==> src/rtl/ff_bank_cfg_ctrl.sv <==
`default_nettype none
// ============================================================================
// ff_bank_cfg_ctrl : per-element mode loader and GSR sequencer for an FF bank
// Optional feature macro: FF_CFG_READBACK_EN (registered per-element readback)
// Revision: 1.0
// ============================================================================
module ff_bank_cfg_ctrl #(
  parameter int N_FF       = 8,
  parameter int GSR_CYCLES = 4,
  parameter int IDX_W      = $clog2(N_FF)
) (
  input  logic             clk,
  input  logic             reset,
  input  logic             start,
  input  logic             cfg_valid,
  input  logic [3:0]       cfg_data,
  output logic             cfg_ready,
  output logic [IDX_W-1:0] cfg_idx,
  output logic [N_FF-1:0]  syncasync_01,
  output logic [N_FF-1:0]  fflat_01,
  output logic [N_FF-1:0]  init01,
  output logic [N_FF-1:0]  srhilo,
  output logic             gsr,
  output logic             run
`ifdef FF_CFG_READBACK_EN
  ,
  input  logic [IDX_W-1:0] rd_idx,
  output logic [3:0]       rd_data
`endif
);

  localparam int c_CNT_W = (GSR_CYCLES > 1) ? $clog2(GSR_CYCLES) : 1;
  localparam logic [IDX_W-1:0]   c_LAST_IDX = IDX_W'(N_FF - 1);
  localparam logic [IDX_W-1:0]   c_IDX_ONE  = IDX_W'(1);
  localparam logic [c_CNT_W-1:0] c_CNT_INIT = c_CNT_W'(GSR_CYCLES - 1);
  localparam logic [c_CNT_W-1:0] c_CNT_ONE  = c_CNT_W'(1);

  typedef enum logic [1:0] {
    S_IDLE = 2'd0,
    S_LOAD = 2'd1,
    S_GSR  = 2'd2,
    S_RUN  = 2'd3
  } state_t;

  state_t             state_q, state_d;
  logic [IDX_W-1:0]   idx_q, idx_d;
  logic [c_CNT_W-1:0] cnt_q, cnt_d;
  logic [N_FF-1:0]    sa_q, sa_d;
  logic [N_FF-1:0]    fl_q, fl_d;
  logic [N_FF-1:0]    in_q, in_d;
  logic [N_FF-1:0]    sr_q, sr_d;
  logic               gsr_q, gsr_d;
  logic               run_q, run_d;

  always_ff @(posedge clk or posedge reset) begin
    if (reset) begin
      state_q <= S_IDLE;
      idx_q   <= '0;
      cnt_q   <= '0;
      sa_q    <= '0;
      fl_q    <= '0;
      in_q    <= '0;
      sr_q    <= '0;
      gsr_q   <= 1'b1;
      run_q   <= 1'b0;
    end else begin
      state_q <= state_d;
      idx_q   <= idx_d;
      cnt_q   <= cnt_d;
      sa_q    <= sa_d;
      fl_q    <= fl_d;
      in_q    <= in_d;
      sr_q    <= sr_d;
      gsr_q   <= gsr_d;
      run_q   <= run_d;
    end
  end

  always_comb begin
    state_d = state_q;
    idx_d   = idx_q;
    cnt_d   = cnt_q;
    sa_d    = sa_q;
    fl_d    = fl_q;
    in_d    = in_q;
    sr_d    = sr_q;
    case (state_q)
      S_IDLE: begin
        if (start) begin
          state_d = S_LOAD;
          idx_d   = '0;
        end
      end
      S_LOAD: begin
        // cfg_ready is implied by being in LOAD, so cfg_valid alone is the handshake
        if (cfg_valid) begin
          sa_d[idx_q] = cfg_data[3];
          fl_d[idx_q] = cfg_data[2];
          in_d[idx_q] = cfg_data[1];
          sr_d[idx_q] = cfg_data[0];
          if (idx_q == c_LAST_IDX) begin
            idx_d   = '0;
            cnt_d   = c_CNT_INIT;
            state_d = S_GSR;
          end else begin
            idx_d = idx_q + c_IDX_ONE;
          end
        end
      end
      S_GSR: begin
        if (cnt_q == '0) begin
          state_d = S_RUN;
        end else begin
          cnt_d = cnt_q - c_CNT_ONE;
        end
      end
      S_RUN: begin
        if (start) begin
          state_d = S_LOAD;
          idx_d   = '0;
        end
      end
      default: state_d = S_IDLE;
    endcase
    // Registering from the next state keeps gsr glitch-free and aligns the gsr fall with run rise
    gsr_d = (state_d != S_RUN);
    run_d = (state_d == S_RUN);
  end

  assign cfg_ready    = (state_q == S_LOAD);
  assign cfg_idx      = idx_q;
  assign syncasync_01 = sa_q;
  assign fflat_01     = fl_q;
  assign init01       = in_q;
  assign srhilo       = sr_q;
  assign gsr          = gsr_q;
  assign run          = run_q;

`ifdef FF_CFG_READBACK_EN
  logic [3:0] rd_data_q;

  always_ff @(posedge clk or posedge reset) begin
    if (reset) begin
      rd_data_q <= '0;
    end else if (int'(rd_idx) < N_FF) begin
      rd_data_q <= {sa_q[rd_idx], fl_q[rd_idx], in_q[rd_idx], sr_q[rd_idx]};
    end else begin
      rd_data_q <= '0;
    end
  end

  assign rd_data = rd_data_q;
`endif

endmodule
`default_nettype wire

==> config.mk <==
export PLATFORM = sky130hd
export DESIGN_NAME = ff_bank_cfg_ctrl
export DESIGN_NICKNAME = d
export VERILOG_FILES = /design/src/rtl/ff_bank_cfg_ctrl.sv
export SDC_FILE = /design/constraint.sdc
export NUM_CORES = 1
export LEC_CHECK = 0
export CORE_MARGIN = 2
export CORE_UTILIZATION = 43
export CTS_CLUSTER_DIAMETER = 150
export DETAILED_ROUTE_END_ITERATION = 6
export PLACE_DENSITY_LB_ADDON = 0.3
export SETUP_SLACK_MARGIN = 0.5
export SLEW_MARGIN = 20
export SYNTH_ARGS = -nofsm -noshare
export SYNTH_HDL_FRONTEND = slang
export SYNTH_SLANG_ARGS = --single-unit
==> constraint.sdc <==
create_clock -name clk -period 1.7 [get_ports clk]
set_input_delay 0.255 -clock clk [delete_from_list [all_inputs] [get_ports clk]]
set_output_delay 0.255 -clock clk [all_outputs]
set_load 0.02 [all_outputs]
; Word-level counts from Yosys, hierarchy flattened
; Index checks and enable logic that the tools add are counted.
[totals]
register_bits = 41
latch_bits = 0
ram_bits = 0
romBits = 0
input_bits = 8
output_inout_bits = 38
n_memories = 0
[classes]
n_addsub = 2
n_mul = 0
div = 0
magnitude_cmp = 2
eq_ne = 10
shifts = 0
mux = 19
bitwise = 0
n_reduce_logical = 9
[ops]
columns = cell, n
row1 = bitwise mux 8 bit, 4
row2 = two-way mux 2 bit, 7
row3 = two-way mux 3 bit, 3
row4 = "== test 2 bit, second input constant", 3
row5 = "!= test 2 bit, second input constant", 3
row6 = case mux 2 bit (3 select lines), 1
row7 = case mux 3 bit (2 select lines), 1
row8 = logical NOT 2 bit, 2
row9 = "less-than comparator 3 x 4 -> 1 bit, second input constant", 1
row10 = "!= test 2 x 1 -> 1 bit, second input constant", 2
row11 = case mux 2 bit (2 select lines), 1
row12 = AND reduction 4 bit, 1
row13 = nonzero test 2 bit, 2
row14 = "adder 3 x 1 -> 3 bit, second input constant", 1
row15 = demux 1 bit (select 3 bit), 1
row16 = "== test 3 bit, second input constant", 1
row17 = ">= comparator 3 x 1 -> 1 bit, second input constant", 1
row18 = AND reduction 3 bit, 1
row19 = "== test 2 x 1 -> 1 bit, second input constant", 1
row20 = AND reduction 2 bit, 1
row21 = OR reduction 2 bit, 1
row22 = "subtractor 2 x 1 -> 2 bit, second input constant", 1
row23 = logical AND 1 bit, 1
row24 = two-way mux 1 bit, 1

; Depth between registers and ports, before layout
; Gate-level depths: netlist of run 1.
[depth]
ltp_word = 5
ltp_mapped = 6

; Worst setup path before layout of run 1
; Ideal clock, no wire load.
[synth_path]
path_type = reg-to-reg
from = register state_q[1]
to = register fl_q[4] (netlist: fflat_01[4])
setup_ns = 0.125
t_arrival_ns = 1.633
required_time_ns = 1.575
slack_ns = -0.057
path_stages_with_launch = 6
synth_period_minus_slack_ns = 1.757
path_cell_list = dfrtp_1 inv_1 ha_1 nand3_1 or3_4 mux2_2
[synth_via]
elab_chain_len = 2
[synth_rtl]
columns = item, line_no
row1 = "start, declared", 45  ; state_t state_q, state_d;
row2 = "start signal, assigned", 67  ; state_q <= state_d;
row3 = == test 2 x 1 -> 1 bit, n/a
row4 = net cfg_ready, 17  ; output logic cfg_ready,
row5 = AND reduction 2 bit (no line), n/a
row6 = "end signal, assigned", 71  ; fl_q <= fl_d;
row7 = "end, declared", 49  ; logic [N_FF-1:0] fl_q, fl_d;
; The timed path passes the listed nets, and every way through them passes these cells.
; A chain may end at the register's enable or synchronous reset.

; Worst setup path in the final report of run 1
[layout_path]
from = register state_q[1]
to = register fl_q[3] (netlist: fflat_01[3])
[layout_via]
elab_chain_len = 2
[layout_rtl]
columns = item, line_no
row1 = == test 2 x 1 -> 1 bit, 87  ; case (state_q)
row2 = AND reduction 2 bit (no line), n/a
; Every way passes these cells.

==> results_dict.tcl, run 1 <==
set metrics [dict create \
    status "finished clean" \
    synth_top_cell_by_area "dfrtp_1" \
    yosysMostFrequentCell "dfrtp_1" \
    use_met1_pct 22.9 \
    cp_data_arrival_time_ns 1.86 \
    synth_area_leaders "dfrtp_1 (56%), mux2_2 (22%), ha_1 (4.2%)" \
    drt-vias-per-instance 5.46 \
    cp_cell_sequence "inv_2 -> ha_4 -> nand3b_1 -> nor2_1 -> buf_4 -> mux2_4" \
    vias 1387 \
    rsz0062_at_grt "true" \
    fin_nets 217 \
    synth_top_area_share_pct 55.9 \
    cts_tree "built" \
    cp_top_family "flip-flops" \
    cts_buffers 5 \
    drive_above_1_share_pct 64.7 \
    setup_viol 0 \
    totalWireLength_mm 4.83 \
    row_count 23 \
    syn_to_final_growth_pct 50.8 \
    r2r_end "fflat_01[3]" \
    gp_congestion 0.763 \
    dp_hpwl_mm 2.87 \
    final_area_um2 2700 \
    seq_area_um2 1030 \
    path_max_fanout 6 \
    rrSetupSlack_ns 0.02 \
    finalCritPeriodShare_pct 98.8 \
    wl_per_cell_um 19.0 \
    core_area_um2 4000 \
    setup_ws_ns 0.0200 \
    crit_slowest_cell "dfrtp_2" \
    drc 0 \
    power.density_nw_per_um2 1930 \
    synth_edf_count 0 \
    io_pins 46 \
    worstHoldPathType "primary input to async pin" \
    globalRouteMet2Util_pct 34.7 \
    diodes 0 \
    cp.required_ns 1.88 \
    synth.distinct_cells 27 \
    syn_avg_cell_area_um2 13.5 \
    synth_fp_nets 147 \
    max_cap_violations 0 \
    place_area_um2 2420 \
    grt.total_usage_pct 19.5 \
    drv_slew 0 \
    grt_max_degree 42 \
    port_buffers 45 \
    dp_slack_ns -0.0853 \
    drt_iter0_markers 53 \
    slowest_delay_ns 0.44 \
    path_class "flip-flop to flip-flop" \
    postSynthCellCount 133 \
    ant_nets 0 \
    critPathCaptureType "flip-flop" \
    ys_warn_count 0 \
    p_leak_nw 1.30 \
    firstDrtPassIters 4 \
    yosys_most_used_dff "dfrtp_1" \
    antenna_found_initial 0 \
    r2r_start "state_q[1]" \
    tightest_slew_ns 0.404 \
    ff2ff_path_depth 6 \
    htreeDepth 2 \
    die_w_um 68.6 \
    root_buffer "clkbuf_8" \
    grt_pass1_wl_mm 6.66 \
    period_minus_slack_ns 1.68 \
    ys_top_cells_by_count "dfrtp_1 (40), mux2_2 (35), inv_1 (7), nor2_1 (7), ha_1 (6)" \
    cts_sinks 41 \
    max-vdd-ir-drop_uv 946 \
    fillers 285 \
    ys_ff_latch 41 \
    clock_latency_ns 0.29 \
    start_util_pct 44.8 \
    crit_buf_inv 2 \
    final_hold_viol_count 0 \
    grt_pass1_vias 1415 \
    fmax_mhz 595 \
    holdBufCountCts 0 \
    multi_input_area_um2 991 \
    crit_path_start_kind "flip-flop" \
    cts_max_path_buffers 2 \
    dieArea_um2 4700 \
    synthArstFlopShare_pct 100 \
    met3_usage_pct 3.90 \
    relSlewSlack_pct 73.0 \
    grt_overflow 0 \
    final.setup_skew_ns 0.00531 \
    clk_pin_slew_worst_paths_ns 0.08 \
    grt.busiest_layer "met2" \
    die_h_um 68.6 \
    seq_area_frac_synth_pct 57.3 \
    netlist_area_um2 1790 \
]
-- per-layer routing --
metal / wire length, µm / up-vias / part of all wire (%)
met5: 0 / - / 0
met4: 98 / 0 / 2.0
met3: 246 / 12 / 5.1
met2: 2480 / 54 / 51
met1: 2000 / 706 / 41
li1: - / 615 / -
-- worst max-delay path by stage --
| stage | cells after the start | startpoint | endpoint |
|---|---|---|---|
| final | 6 | state_q[1] | fflat_01[3] |
| after global routing | 6 | state_q[1] | fflat_01[3] |
| after CTS | 5 | state_q[1] | init01[0] |
| after detailed placement | 4 | cfg_valid | srhilo[0] |
| after global placement | 4 | cfg_valid | srhilo[0] |
| after floorplan | 5 | state_q[1] | fflat_01[0] |
-- per-stage QoR --
stage / instances / TNS, ns / util (%) / hold WS (ns) / total power [mW]
floorplan: 133 / 0 / - / 0.405 / 3.03
global placement: 233 / -0.611 / 60.4 / 0.490 / 3.95
detailed placement: 233 / -0.891 / 60.4 / 0.496 / 4.08
CTS: 250 / 0 / 67.8 / 0.334 / 4.99
global route: 254 / -0.398 / 67.5 / 0.358 / 5.48
finish: 254 / 0 / 67.5 / 0.321 / 5.20
-- placed cells by master, fill, tap and decap left out, types with 3 or more instances in the layout --
| cell type | synthesis | layout |
|---|---|---|
| buf_4 | 0 | 14 |
| inv_1 | 7 | 5 |
| mux2_4 | 0 | 26 |
| clkdlybuf4s15_2 | 0 | 3 |
| clkbuf_8 | 0 | 6 |
| o21ai_0 | 3 | 3 |
| dfrtp_1 | 40 | 35 |
| dfrtp_2 | 0 | 5 |
| mux2_2 | 35 | 9 |
| clkdlybuf4s50_1 | 0 | 7 |
| nor2_1 | 7 | 4 |
| nor2_4 | 0 | 3 |
| ha_4 | 0 | 4 |
| buf_6 | 0 | 10 |
| nor2b_1 | 4 | 3 |
| buf_2 | 0 | 29 |
-- registers in the layout, summed over array words and instances, names as in the netlist --
name and cells:
fflat_01 8, init01 8, srhilo 8, syncasync_01 8
cfg_idx 3, cnt_q 2, state_q 2, gsr 1
run 1
-- tightest hold or removal path, stage by stage --
cell and delay, ns:
clkdlybuf4s50_1 0.39, inv_1 0.09, buf_12 0.23
-- report_power, final --
part           total, mW  internal [mW]  switching [mW]  leakage, nW
clock network      0.648          0.328           0.319       0.0512
logic               2.91           1.46            1.45        0.725
registers           1.64           1.39           0.257        0.519
-- cell type report --
type | instances | area share [%]
Timing Repair Buffer | 65 | 18.2
Clock inverter | 2 | 0.509
Multi-Input combinational cell | 83 | 36.7
Sequential cell | 41 | 38.3
Inverter | 7 | 0.973
Clock buffer | 6 | 3.06
Tap cell | 50 | 2.32
-- cell families after synthesis --
group                      after synthesis  synth area share, %
buffers and inverters                    9                 1.89
DFF                                     41                 57.3
adders and majority gates                6                 4.19
and+or+nand+nor                         29                 9.50
AOI/OAI and AO/OA                       13                 5.10
muxes                                   35                 22.0
-- what timing repair did --
item	4_1_cts	5_1_grt
gates resized for setup	151	61
setup buffers	9	4
endpoints found under the setup margin	79	72
pin swaps	3	6
endpoints found under the hold margin	0	0
Note: power is estimated with default switching activity, not from simulation.
==> inputs of run 2 (changes only) <==
--- a/config.mk
+++ b/config.mk
@@ -10,6 +10,7 @@
 export CTS_CLUSTER_DIAMETER = 150
 export DETAILED_ROUTE_END_ITERATION = 6
 export PLACE_DENSITY_LB_ADDON = 0.3
+export RECOVER_POWER = 100
 export SETUP_SLACK_MARGIN = 0.5
 export SLEW_MARGIN = 20
 export SYNTH_ARGS = -nofsm -noshare
==> run 2 against run 1 <==
Against the previous run: clock skew is 0.0013 ns lower; die area stayed put; design area is 3.0% lower; global-route usage stayed put; sequential cell count stayed put; critical path depth is 1 lower; total power is 2.2% lower; non-clock buffer count stayed put; via count is 0.79% lower; sequential share of layout area is 1.1 points higher; critical path type unchanged; critical endpoint is now cfg_idx[0].
==> results_dict.tcl, run 2 (same netlist as run 1, synthesis figures left out) <==
set metrics [dict create \
    grt_max_degree 42 \
    dp_hpwl_mm 2.87 \
    dieArea_um2 4700 \
    core_area_um2 4000 \
    cp_data_arrival_time_ns 1.85 \
    io_pins 46 \
    final_hold_viol_count 0 \
    ff2ff_path_depth 5 \
    r2r_end "cfg_idx[0]" \
    grt.total_usage_pct 19.5 \
    finalCritPeriodShare_pct 98.4 \
    setup_ws_ns 0.0270 \
    final.setup_skew_ns 0.00403 \
    place_inst 233 \
    drv_slew 0 \
    drive_above_1_share_pct 46.6 \
    clk_pin_slew_worst_paths_ns 0.07 \
    syn_to_final_growth_pct 46.3 \
    cts_tree "built" \
    die_h_um 68.6 \
    grt_pass1_vias 1415 \
    whs_ns 0.508 \
    final_cells 254 \
    wl_per_cell_um 19.0 \
    antenna_found_initial 0 \
    relSlewSlack_pct 35.6 \
    layout_commonest_cell "dfrtp_1" \
    globalRouteMet2Util_pct 34.7 \
    clock_latency_ns 0.29 \
    ant_nets 0 \
    path_class "flip-flop to flip-flop" \
    cts_max_path_buffers 2 \
    grt.busiest_layer "met2" \
    path_max_fanout 4 \
    met3_usage_pct 3.90 \
    tightest_slew_ns 0.966 \
    grt_pass1_wl_mm 6.66 \
    die_w_um 68.6 \
    final_util_pct 65.5 \
    fmax_mhz 598 \
    rrSetupSlack_ns 0.03 \
    use_met1_pct 22.9 \
    totalWireLength_mm 4.84 \
    period_minus_slack_ns 1.67 \
    htreeDepth 2 \
    crit_path_start_kind "flip-flop" \
    most-common-layout-cells "dfrtp_1 (36), clkbuf_1 (32), mux2_4 (26)" \
    worstHoldPathType "flip-flop to flip-flop" \
    hold_path_depth 1 \
    critPathCaptureType "flip-flop" \
    row_count 23 \
    drt-vias-per-instance 5.42 \
    r2r_start "state_q[1]" \
    firstDrtPassIters 4 \
    hold_start "fflat_01[4]" \
    cp.required_ns 1.87 \
    grt_overflow 0 \
    drt_iter0_markers 62 \
    max-vdd-ir-drop_uv 904 \
    cts_buffers 5 \
    p_leak_nw 1.17 \
    p_total_mw 5.09 \
    root_buffer "clkbuf_8" \
    rsz0062_at_grt "true" \
    gp_congestion 0.763 \
    cts_sinks 41 \
    dp_slack_ns -0.0853 \
    whs_endpoint "fflat_01[4]" \
    fin_nets 217 \
    start_util_pct 44.8 \
    status "finished clean" \
    max_cap_violations 0 \
    drc 0 \
    diodes 0 \
    setup_viol 0 \
    vias 1376 \
    power.density_nw_per_um2 1940 \
    port_buffers 45 \
]
-- run 2: layout make-up --
type                       instances  area [µm²]
sequential                        41        1030
multi-input combinational         83         980
inverter                           7        26.3
fill                             298        1380
clock buffer                       6        82.6
tap                               50        62.6
clock inverter                     2        13.8
timing repair buffer              65         424
-- run 2: per-layer routing --
metal | share of wire (%) | vias to the layer above | wire length, µm
met5 | 0 | - | 0
met2 | 51 | 56 | 2490
li1 | - | 616 | -
met4 | 1.7 | 0 | 82
met3 | 6.0 | 12 | 290
met1 | 41 | 692 | 1980
-- run 2: worst max-delay path, cell delays in order, from the launching register on --
cell and delay [ns]:
dfrtp_2 0.44, buf_6 0.13, ha_4 0.22, nor2b_4 0.15, nor3_4 0.27, mux2_4 0.34
-- run 2: where the power goes --
part,switching [mW],total (mW),internal [mW]
registers,0.263,1.65,1.38
clock network,0.319,0.648,0.328
logic,1.44,2.79,1.35
total,2.02,5.09,3.06
-- run 2: how the worst max path moves through the flow --
| stage | depth (start not counted) | from | to |
|---|---|---|---|
| 5_1_grt | 6 | state_q[1] | fflat_01[3] |
| 6_report | 5 | state_q[1] | cfg_idx[0] |
| 2_1_floorplan | 5 | state_q[1] | fflat_01[0] |
| 3_3_place_gp | 4 | cfg_valid | srhilo[0] |
| 3_5_place_dp | 4 | cfg_valid | srhilo[0] |
| 4_1_cts | 5 | state_q[1] | init01[0] |
-- run 2: repair_timing --
action,CTS,global route
hold buffers,0,0
resized for setup,151,61
pin swaps,3,6
setup endpoints to repair,79,72
setup buffers,9,4
-- run 2: metrics by stage --
step	TNS [ns]	cell area (µm²)
3_3_place_gp	-0.611	2420
6_report	0	2620
3_5_place_dp	-0.891	2420
4_1_cts	0	2710
5_1_grt	-0.387	2620
2_1_floorplan	0	1850
==> inputs of run 3 (changes only) <==
--- a/config.mk
+++ b/config.mk
@@ -5,14 +5,13 @@
 export SDC_FILE = /design/constraint.sdc
 export NUM_CORES = 1
 export LEC_CHECK = 0
-export CORE_MARGIN = 2
 export CORE_UTILIZATION = 43
 export CTS_CLUSTER_DIAMETER = 150
 export DETAILED_ROUTE_END_ITERATION = 6
+export GPL_TIMING_DRIVEN = 0
 export PLACE_DENSITY_LB_ADDON = 0.3
 export RECOVER_POWER = 100
 export SETUP_SLACK_MARGIN = 0.5
-export SLEW_MARGIN = 20
 export SYNTH_ARGS = -nofsm -noshare
 export SYNTH_HDL_FRONTEND = slang
 export SYNTH_SLANG_ARGS = --single-unit
==> run 3 against run 2 <==
Against the previous run: clock skew is essentially flat; first-iteration DRC count shrank 27%; combinational power shrank 2%; wire length shrank 3.0%; worst hold slack gained 0.0011 ns; sequential cell count is the same; clock power shrank 5.7%; worst setup slack gained 0.023 ns.
==> results_dict.tcl, run 3 (same netlist as run 1, synthesis figures left out) <==
set metrics [dict create \
    wl_met2_mm 2.36 \
    diodes 0 \
    grt_max_degree 42 \
    fmax_mhz 606 \
    p_leak_nw 1.15 \
    period_minus_slack_ns 1.65 \
    fin_nets 221 \
    row_count 23 \
    final_area_um2 2610 \
    rrSetupSlack_ns 0.05 \
    met1Wirelength_mm 1.97 \
    status "finished clean" \
    cp_data_arrival_time_ns 1.83 \
    drt-vias-per-instance 5.34 \
    power.density_nw_per_um2 1910 \
    setup_tns_ns 0 \
    dieArea_um2 4430 \
    clk_pin_slew_worst_paths_ns 0.08 \
    most-common-layout-cells "dfrtp_1 (36), clkbuf_1 (34), mux2_4 (22)" \
    drv_slew 0 \
    cts_tree "built" \
    die_h_um 66.6 \
    drc 0 \
    grt_overflow 0 \
    layout_commonest_cell "dfrtp_1" \
    antenna_found_initial 0 \
    clock_latency_ns 0.29 \
    root_buffer "clkbuf_8" \
    final.setup_skew_ns 0.00406 \
    relSlewSlack_pct 44.4 \
    syn_to_final_growth_pct 45.5 \
    core_area_um2 4000 \
    rsz0062_at_grt "true" \
    cts_sinks 41 \
    setup_viol 0 \
    cp.required_ns 1.88 \
    met3WireLength_um 253 \
    critPathCaptureType "flip-flop" \
    top_layer "met4" \
    grt_pass1_vias 1371 \
    start_util_pct 44.8 \
    place_inst 228 \
    setup_ws_ns 0.0502 \
    max-vdd-ir-drop_uv 881 \
    crit_path_start_kind "flip-flop" \
    vias 1377 \
    wl_per_cell_um 18.2 \
    totalWireLength_mm 4.69 \
    die_w_um 66.6 \
    ant_nets 0 \
    whs_ns 0.509 \
    port_buffers 45 \
    grt.total_usage_pct 21.3 \
    cts_max_path_buffers 2 \
    finalCritPeriodShare_pct 97.0 \
    drive_above_1_share_pct 48.6 \
    firstDrtPassIters 4 \
    htreeDepth 2 \
    worstHoldPathType "flip-flop to flip-flop" \
    tightest_slew_ns 0.833 \
    grt_pass1_wl_mm 6.76 \
    holdBufCountCts 0 \
    path_class "flip-flop to flip-flop" \
    path_max_fanout 5 \
    place_area_um2 2360 \
    cts_buffers 5 \
    io_pins 46 \
    drt_iter0_markers 45 \
    max_cap_violations 0 \
    dp_slack_ns -0.136 \
    dp_hpwl_mm 2.81 \
    gp_congestion 0.720 \
    final_cells 258 \
    final_hold_viol_count 0 \
]
[run 3: final cells by class]
cell class	count	area (µm²)
clock buffers	5	68.8
inverters	7	26.3
multi-input cells	83	963
repair buffers	67	413
fillers	287	1390
flip-flops and latches	41	1030
plain buffers	2	22.5
well taps	50	62.6
clock inverters	3	17.5
[run 3: path summary, 6_finish.rpt]
kind / from / to / cells past startpoint
setup / recovery: state_q[1] / fflat_01[4] / 5
setup reg to reg: state_q[1] / fflat_01[4] / 5
max in group asynchronous: reset / cfg_idx[1] / 2
hold / removal: syncasync_01[4] / syncasync_01[4] / 1
min in group asynchronous: reset / run / 2
hold reg to reg: syncasync_01[4] / syncasync_01[4] / 1
[run 3: per-stage QoR]
| stage | utilization (%) | power (mW) |
|---|---|---|
| after global routing | 65.2 | 5.27 |
| after global placement | 59.0 | 3.89 |
| after detailed placement | 59.0 | 4.02 |
| after floorplan | - | 3.03 |
| final | 65.2 | 4.99 |
| after CTS | 66.3 | 4.86 |
[run 3: metal layers]
layer	vias up	global-route usage, %
li1	624	-
met1	695	25.6
met2	46	36.0
met3	12	5.99
met4	0	8.24
met5	-	0
[run 3: what timing repair did]
action / CTS / global route
buffers inserted: 14 / 8
resized for setup: 167 / 52
cloned: 0 / 0
pin swaps: 9 / 12
endpoints found under the setup margin: 79 / 65
[run 3: where the power goes]
group	internal, mW	total (mW)	switching (mW)
Sequential	1.38	1.64	0.254
Combinational	1.30	2.74	1.44
Clock	0.283	0.611	0.328
Total	2.97	4.99	2.02
[run 3: worst max-delay path, cell delays in order, from the launching register on]
cell,delay [ns]
dfrtp_2,0.45
inv_2,0.09
ha_4,0.17
nand3_4,0.09
or3_4,0.42
mux2_4,0.31
